[src/rtl/control_sequencer.sv]
// Fetch/decode/execute sequencer for the 16-bit accumulator core; drives the ALU, the data/IO bus and a call stack.
// Optional CONTROL_SEQ_STACK_CHECK_EN: stack over/underflow raises a sticky fault and halts the core.
module control_sequencer #(
  parameter int WIDTH       = 16,
  parameter int ADDR_WIDTH  = 8,
  parameter int STACK_DEPTH = 4
) (
  input  logic                  clk,
  input  logic                  rst,
  output logic [ADDR_WIDTH-1:0] imem_addr,
  input  logic [8+WIDTH-1:0]    imem_data,
  output logic [7:0]            alu_op,
  output logic [WIDTH-1:0]      alu_in1,
  output logic [WIDTH-1:0]      alu_in2,
  input  logic [WIDTH-1:0]      alu_out,
  output logic                  bus_req,
  output logic                  bus_we,
  output logic                  bus_io,
  output logic [ADDR_WIDTH-1:0] bus_addr,
  output logic [WIDTH-1:0]      bus_wdata,
  input  logic [WIDTH-1:0]      bus_rdata,
  input  logic                  bus_ack,
  output logic [WIDTH-1:0]      acc,
  output logic                  fault
);
  localparam logic [7:0] OP_NOP = 8'h00, OP_NOT = 8'h01, OP_XOR = 8'h02, OP_OR  = 8'h03,
                         OP_AND = 8'h04, OP_SUB = 8'h05, OP_ADD = 8'h06, OP_RR  = 8'h07,
                         OP_RL  = 8'h08, OP_DEC = 8'h09, OP_INC = 8'h0A, OP_LDI = 8'h0B,
                         OP_RST = 8'h0C, OP_LD  = 8'h10, OP_ST  = 8'h11, OP_IOR = 8'h12,
                         OP_IOW = 8'h13, OP_JMP = 8'h20, OP_JMA = 8'h21, OP_CLL = 8'h22,
                         OP_RET = 8'h23;
  localparam int SPW = $clog2(STACK_DEPTH);
  localparam int CW  = $clog2(STACK_DEPTH + 1);
  localparam logic [CW-1:0] FULL = CW'(STACK_DEPTH);

  typedef enum logic [2:0] {S_FETCH, S_DECODE, S_EXEC, S_BUS, S_HALT} state_t;
  state_t state, nstate;

  logic [ADDR_WIDTH-1:0] pc, pc_nxt, d_tgt;
  logic [7:0]            ir_op, d_op;
  logic [WIDTH-1:0]      ir_arg, d_arg;
  logic [SPW-1:0]        sp, sp_m1;
  logic [CW-1:0]         cnt;
  logic [ADDR_WIDTH-1:0] stk [STACK_DEPTH];
  logic pc_ld, acc_ld, push, pop, bus_start, bus_done;
`ifdef CONTROL_SEQ_STACK_CHECK_EN
  logic stk_err;
`endif

  function automatic logic is_alu(input logic [7:0] op);
    case (op)
      OP_NOT, OP_XOR, OP_OR, OP_AND, OP_SUB, OP_ADD, OP_RR,
      OP_RL, OP_DEC, OP_INC, OP_LDI, OP_RST: return 1'b1;
      default:                               return 1'b0;
    endcase
  endfunction

  function automatic logic is_bus(input logic [7:0] op);
    return (op == OP_LD) || (op == OP_ST) || (op == OP_IOR) || (op == OP_IOW);
  endfunction

  assign d_op      = imem_data[8+WIDTH-1:WIDTH];
  assign d_arg     = imem_data[WIDTH-1:0];
  assign d_tgt     = d_arg[ADDR_WIDTH-1:0];
  assign sp_m1     = sp - 1'b1;
  assign imem_addr = pc;
  assign alu_in1   = acc;

  always_ff @(posedge clk) begin
    if (rst) state <= S_FETCH;
    else     state <= nstate;
  end

  always_comb begin
    nstate    = state;
    pc_ld     = 1'b0;
    pc_nxt    = pc + 1'b1;
    acc_ld    = 1'b0;
    push      = 1'b0;
    pop       = 1'b0;
    bus_start = 1'b0;
    bus_done  = 1'b0;
    alu_op    = OP_NOP;
    alu_in2   = '0;
`ifdef CONTROL_SEQ_STACK_CHECK_EN
    stk_err   = 1'b0;
`endif
    case (state)
      S_FETCH: nstate = S_DECODE;
      S_DECODE: begin
        nstate = S_FETCH;
        if (is_alu(d_op)) begin
          nstate = S_EXEC;
        end else if (is_bus(d_op)) begin
          nstate    = S_BUS;
          bus_start = 1'b1;
        end else begin
          pc_ld = 1'b1;
          case (d_op)
            OP_JMP: pc_nxt = d_tgt;
            OP_JMA: if (acc == '0) pc_nxt = d_tgt;
            OP_CLL: begin push = 1'b1; pc_nxt = d_tgt;     end
            OP_RET: begin pop  = 1'b1; pc_nxt = stk[sp_m1]; end
            default: ;
          endcase
`ifdef CONTROL_SEQ_STACK_CHECK_EN
          // Faulting call/return leaves pc and stack exactly as they were
          if ((push && cnt == FULL) || (pop && cnt == '0)) begin
            stk_err = 1'b1;
            push    = 1'b0;
            pop     = 1'b0;
            pc_ld   = 1'b0;
            nstate  = S_HALT;
          end
`endif
        end
      end
      S_EXEC: begin
        alu_op  = ir_op;
        alu_in2 = ir_arg;
        acc_ld  = 1'b1;
        pc_ld   = 1'b1;
        nstate  = S_FETCH;
      end
      S_BUS: if (bus_ack) begin
        bus_done = 1'b1;
        pc_ld    = 1'b1;
        nstate   = S_FETCH;
        if (!bus_we) begin
          alu_op  = ir_op;
          alu_in2 = bus_rdata;
          acc_ld  = 1'b1;
        end
      end
      default: ;
    endcase
  end

  always_ff @(posedge clk) begin
    if (rst) begin
      pc        <= '0;
      acc       <= '0;
      ir_op     <= OP_NOP;
      ir_arg    <= '0;
      sp        <= '0;
      cnt       <= '0;
      bus_req   <= 1'b0;
      bus_we    <= 1'b0;
      bus_io    <= 1'b0;
      bus_addr  <= '0;
      bus_wdata <= '0;
    end else begin
      if (state == S_DECODE) begin
        ir_op  <= d_op;
        ir_arg <= d_arg;
      end
      if (pc_ld)  pc  <= pc_nxt;
      if (acc_ld) acc <= alu_out;
      // Count saturates both ways; sp wraps so an overflowing push drops the oldest entry
      if (push) begin
        sp <= sp + 1'b1;
        if (cnt != FULL) cnt <= cnt + 1'b1;
      end
      if (pop) begin
        sp <= sp_m1;
        if (cnt != '0) cnt <= cnt - 1'b1;
      end
      if (bus_start) begin
        bus_req   <= 1'b1;
        bus_we    <= (d_op == OP_ST)  || (d_op == OP_IOW);
        bus_io    <= (d_op == OP_IOR) || (d_op == OP_IOW);
        bus_addr  <= d_tgt;
        bus_wdata <= acc;
      end else if (bus_done) begin
        bus_req <= 1'b0;
        bus_we  <= 1'b0;
        bus_io  <= 1'b0;
      end
    end
  end

  always_ff @(posedge clk) begin
    if (push) stk[sp] <= pc + 1'b1;
  end

`ifdef CONTROL_SEQ_STACK_CHECK_EN
  always_ff @(posedge clk) begin
    if (rst)          fault <= 1'b0;
    else if (stk_err) fault <= 1'b1;
  end
`else
  assign fault = 1'b0;
`endif

endmodule
[config.mk]
export PLATFORM = sky130hd
export DESIGN_NAME = control_sequencer
export DESIGN_NICKNAME = d
export VERILOG_FILES = /design/src/rtl/control_sequencer.sv
export SDC_FILE = /design/constraint.sdc
export NUM_CORES = 1
export LEC_CHECK = 0
export CORE_UTILIZATION = 34
export DETAILED_ROUTE_END_ITERATION = 12
export PLACE_DENSITY = 0.67
export SYNTH_ARGS = -nofsm -noshare
export SYNTH_HDL_FRONTEND = slang
export SYNTH_SLANG_ARGS = --single-unit
export TNS_END_PERCENT = 1
[constraint.sdc]
create_clock -name clk -period 5.25 [get_ports clk]
set_input_delay 1.05 -clock clk [delete_from_list [all_inputs] [get_ports clk]]
set_output_delay 1.05 -clock clk [all_outputs]
set_load 0.03 [all_outputs]
# [After elaboration in Yosys (flattened, before gate mapping)]
# Memories as Yosys holds them, arrays and structs flattened.
# Cells that the tools add are included.
[op_classes] add_sub_neg=3 mul=0 div_mod_pow=0 magnitude_cmp=0 eq_ne=12 shift=0 muxes=44 bitwise=0 n_reduce_logical=13
[op_table] cell="8-bit 2-to-1 mux" n=6
[op_table] cell="8-bit by 5-bit == test with 1-bit output, second input constant" n=4
[op_table] cell="8-bit by 6-bit == test with 1-bit output, second input constant" n=4
[op_table] cell="16-bit 2-to-1 mux" n=2
[op_table] cell="16-bit case mux with 2 select lines" n=1
[op_table] cell="1-bit 2-to-1 mux" n=25
[op_table] cell="8-bit case mux with 3 select lines" n=1
[op_table] cell="16-bit zero test" n=1
[op_table] cell="8-bit case mux with 2 select lines" n=1
[op_table] cell="3-bit case mux with 4 select lines" n=1
[op_table] cell="8-bit by 1-bit adder with 8-bit output, second input constant" n=1
[op_table] cell="2-bit 2-to-1 mux" n=4
[op_table] cell="3-bit by 2-bit == test with 1-bit output, second input constant" n=2
[op_table] cell="1-bit logical OR" n=5
[op_table] cell="4-bit zero test" n=1
[op_table] cell="2-bit nonzero test" n=2
[op_table] cell="4-bit nonzero test" n=1
[op_table] cell="3-bit by 1-bit == test with 1-bit output, second input constant" n=1
[op_table] cell="3-bit zero test" n=1
[op_table] cell="3-bit 2-to-1 mux" n=1
[op_table] cell="1-bit case mux with 3 select lines" n=1
[op_table] cell="2-bit by 1-bit adder with 2-bit output, second input constant" n=1
[op_table] cell="2-bit != test, second input constant" n=1
[op_table] cell="1-bit case mux with 2 select lines" n=1
[op_table] cell="3 further kinds" n=3
[word_totals] register_bits=80 latchBits=0 mem_bits_rw=32 romBits=16 in_bits=59 output_inout_bits=92 n_memories=2
[mem_list] memory="stk" words=4 width=8 read_ports=1 rd_clocked_by_memory_dff=0 write_ports=1 line_no="44" text="logic [ADDR_WIDTH-1:0] stk [STACK_DEPTH];"
[mem_list] memory="(no name shown)" words=16 width=1 read_ports=1 rd_clocked_by_memory_dff=0 write_ports=0 line_no="51" text="case (op)"

# [Depth between registers and ports, before layout]
[depth] word_depth=9 ltp_mapped=9 mapped_depth_nobuf=7

# [Worst setup path before layout]
# Ideal clock, no wire load.
[synth_timing] path_type="input -> output" from="input port bus_ack" to="output port alu_in2[0]" arrival_time_ns=2.376 required_ns=4.200 slack_ns=1.824 stages=5 path_buffers=1 path_cell_list="nand3_1 > nor2_1 > clkbuf_1 > a22oi_1 > nor2b_1"
[synth_via] elab_chain_cells=2
[synth_lines] item="from (decl)" line_no="22" text="input logic bus_ack,"
[synth_lines] item="16-bit 2-to-1 mux" line_no="125" text="S_BUS: if (bus_ack) begin"
[synth_lines] item="16-bit case mux with 2 select lines" line_no="88" text="case (state)"
[synth_lines] item="to (decl)" line_no="14" text="output logic [WIDTH-1:0] alu_in2,"
# No other way between the ends.

# [Worst setup path after layout]
[layout_timing] from="input port bus_ack" to="output port alu_op[6]"
[layout_via] elab_chain_cells=2
[layout_lines] item="8-bit 2-to-1 mux" line_no="125"
[layout_lines] item="8-bit case mux with 2 select lines" line_no="88"
[layout_lines] item="to (decl)" line_no="12" text="output logic [7:0] alu_op,"
# No other way between the ends.

==> impl_metrics.yaml <==
die:
  die_w_um: 121
  start_util_pct: 34.7
  core-area_mm2: 0.0138
  dieArea_mm2: 0.0146
  die_h_um: 121
  placementRows: 43
  io_pins: 151
routing:
  firstDrtPassIters: 5
  drtIter0Drc: 328
  via_count: 4132
  wl_um: 13500
  postRouteAntennaNets: 0
  wl_per_cell_um: 16.3
  drc_errors: 0
  avgViaCountPerCell: 4.99
final_layout:
  nNetsFinal: 707
  layout-drive-gt1-share_pct: 5.09
  n_antenna_cell: 0
  fin_util_pct: 47.8
  syn_to_final_growth_pct: 37.5
  final.fill_count: 1294
  stdcell_count: 828
  fin_area_mm2: 0.00660
  regArea_mm2: 0.00254
  multi_input_area_mm2: 0.00196
job:
  maxCapViolations: 0
timing:
  tns_ps: 0
  drv_slew: 0
  rsz0062_at_grt: "no"
  relSlewSlack_pct: 18.5
  tightest_slew_ps: 1210
  setup_viol: 0
  finalHoldViolCount: 0
  timing.fmax_ghz: 0.235
  fin_crit_ps: 4250
  period_share_pct: 80.9
  clock_skew_ps: 9.43
min_path:
  hold_path_depth: 2
  hp-class: "reg -> reg"
cts:
  insertion_delay_ps: 360
  cts_root_buffer: "clkbuf_16"
  post_cts_resized: 0
  post_cts_buffers: 0
  clkTransAtPathRegs_ps: 70
  clockBufferDepth: 2
  ctsHoldBuffers: 0
  clock_sinks: 111
  htreeDepth: 3
  cts_tree: "built"
  numCtsBuffers: 9
grt:
  antenna_found_initial: 0
  grt_use_total_pct: 18.5
  gr-total-overflow: 0
  first_global_vias: 3829
  grt_max_degree: 49
  grt_pass1_wl_um: 20400
setup_path:
  r2r-end: "imem_addr[6]$_SDFFE_PP0P_"
  crit_type: "in -> out"
  reg2reg_depth: 6
  start_kind: "input port"
  startpoint: "bus_ack"
  worst_ep_required_time_ps: 4200
  worst_r2r_startpoint: "sp[0]$_SDFFE_PP0P_"
  worstSetupEndpoint: "alu_op[6]"
  r2r_setup_slack_ps: 2480
  cp_max_fo: 18
  crit_arrival_ps: 3200
  critPathCaptureType: "output pin"
place:
  place_area_mm2: 0.00630
  place_inst: 812
  io_buffers: 149
  dpl.hpwl_um: 9720
  gp_congestion: 0.899
logic_synthesis:
  synth_edf_count: 32
  synth_cell_type_count: 43
  syn_area_per_cell_um2: 9.13
  yosys_warnings: 0
  synthCells: 526
  synth-async-reset-ratio_pct: 0
  yosysSeqAreaShare_pct: 52.9
  synth_ff_type: "dfxtp_1"
  ys_seq_elements: 111
  netlist_area_mm2: 0.00480
  syn_nets: 590
pwr:
  p_per_area_mw_per_mm2: 270
  irDropWorstVdd_v: 0.000148
  leakagePower_nw: 2.20
outcome:
  outcome: "finished clean"
critical path, stage by stage:
cell	delay, ps
clkdlybuf4s50_1	500
nand3_1	140
nor2_1	150
buf_4	250
o21a_1	270
and2_1	170
clkdlybuf4s50_1	670
how the worst min path moves through the flow:
| stage | startpoint | end |
|---|---|---|
| floorplan | ir_op[0]$_SDFFE_PP0P_ | ir_op[0]$_SDFFE_PP0P_ |
| finish | ir_op[5]$_SDFFE_PP0P_ | ir_op[5]$_SDFFE_PP0P_ |
| global route | ir_op[5]$_SDFFE_PP0P_ | ir_op[5]$_SDFFE_PP0P_ |
| global placement | ir_op[3]$_SDFFE_PP0P_ | ir_op[3]$_SDFFE_PP0P_ |
| detailed placement | ir_op[1]$_SDFFE_PP0P_ | ir_op[1]$_SDFFE_PP0P_ |
| CTS | ir_op[1]$_SDFFE_PP0P_ | ir_op[1]$_SDFFE_PP0P_ |
cell usage in the layout (no fill, tap or decap), drive strengths merged, types with 5 or more instances in the layout:
cell / n
clkdlybuf4s50: 147
nand2: 135
dfxtp: 79
a21oi: 76
edfxtp: 32
nor2b: 19
a22oi: 16
inv: 15
clkbuf: 15
and2: 13
nor2: 12
nor3: 10
nand3: 9
mux4: 8
buf: 7
xnor2: 5
nor4: 5
ha: 5
o21ai: 5
metrics by stage:
step                total power, mW  hold slack [ps]  worst slack (ps)
floorplan                      1.02              432              1820
global placement               1.10              440              1090
detailed placement             1.11              444               989
CTS                            1.80              453               979
global route                   1.85              464               864
finish                         1.78              452              1000
layer usage:
metal	vias to the layer above	part of all wire [%]	track usage, %
met5	-	0	0
met4	0	1.0	4.78
met3	14	4.5	4.81
met2	105	52	31.5
met1	1997	42	23.1
li1	2016	-	-
flip-flops by register name, indices dropped and copies added (netlist names):
register	flops
bus_req	1
acc	16
ir_arg	16
bus_addr	8
sp	2
bus_wdata	16
stk	32
imem_addr	8
bus_io	1
state	2
ir_op	8
bus_we	1
final cells by class:
cell class                 count  area share (%)
multi-input combinational    351            29.6
clock inverter                 1           0.455
tap                          180            3.41
timing repair buffer         154            23.0
clock buffer                  15            4.06
sequential                   111            38.5
inverter                      16           0.910
Yosys cell counts (2+ instances only):
library cell | n | area, um^2
dfxtp_1 | 79 | 1580
a211oi_1 | 3 | 22.5
nor4_1 | 5 | 31.3
nor3_1 | 10 | 50.1
a22oi_1 | 16 | 120
nand3_1 | 9 | 45.0
o221ai_1 | 4 | 35.0
and2_1 | 13 | 81.3
xnor2_1 | 5 | 43.8
mux4_2 | 8 | 180
o21ai_1 | 4 | 20.0
ha_1 | 5 | 62.6
a21oi_1 | 76 | 380
inv_1 | 15 | 56.3
buf_2 | 4 | 20.0
a31o_2 | 2 | 17.5
xor2_1 | 3 | 26.3
nor2_1 | 12 | 45.0
buf_1 | 3 | 11.3
nand4_1 | 4 | 25.0
nand2_1 | 135 | 507
or4_1 | 2 | 15.0
clkbuf_1 | 24 | 90.1
nor2b_1 | 19 | 119
edfxtp_1 | 32 | 961
buf_4 | 17 | 128
power breakdown:
group,switching [mW],total [mW],leakage (nW),internal [mW]
Clock,0.294,0.692,0.144,0.397
Combinational,0.0922,0.170,1.11,0.0774
Sequential,0.0170,0.919,0.943,0.902
logic make-up after synthesis:
group / count (synthesis) / share of synthesized area (%)
and+or+nand+nor: 213 / 19.7
AOI/OAI and AO/OA: 116 / 14.3
DFF: 111 / 52.9
buffers and inverters: 64 / 6.44
xor gates and xnor gates: 8 / 1.46
muxes: 8 / 3.75
adders and majority gates: 5 / 1.30
other: 1 / 0.0781
Power figures use the tool's default switching activity.
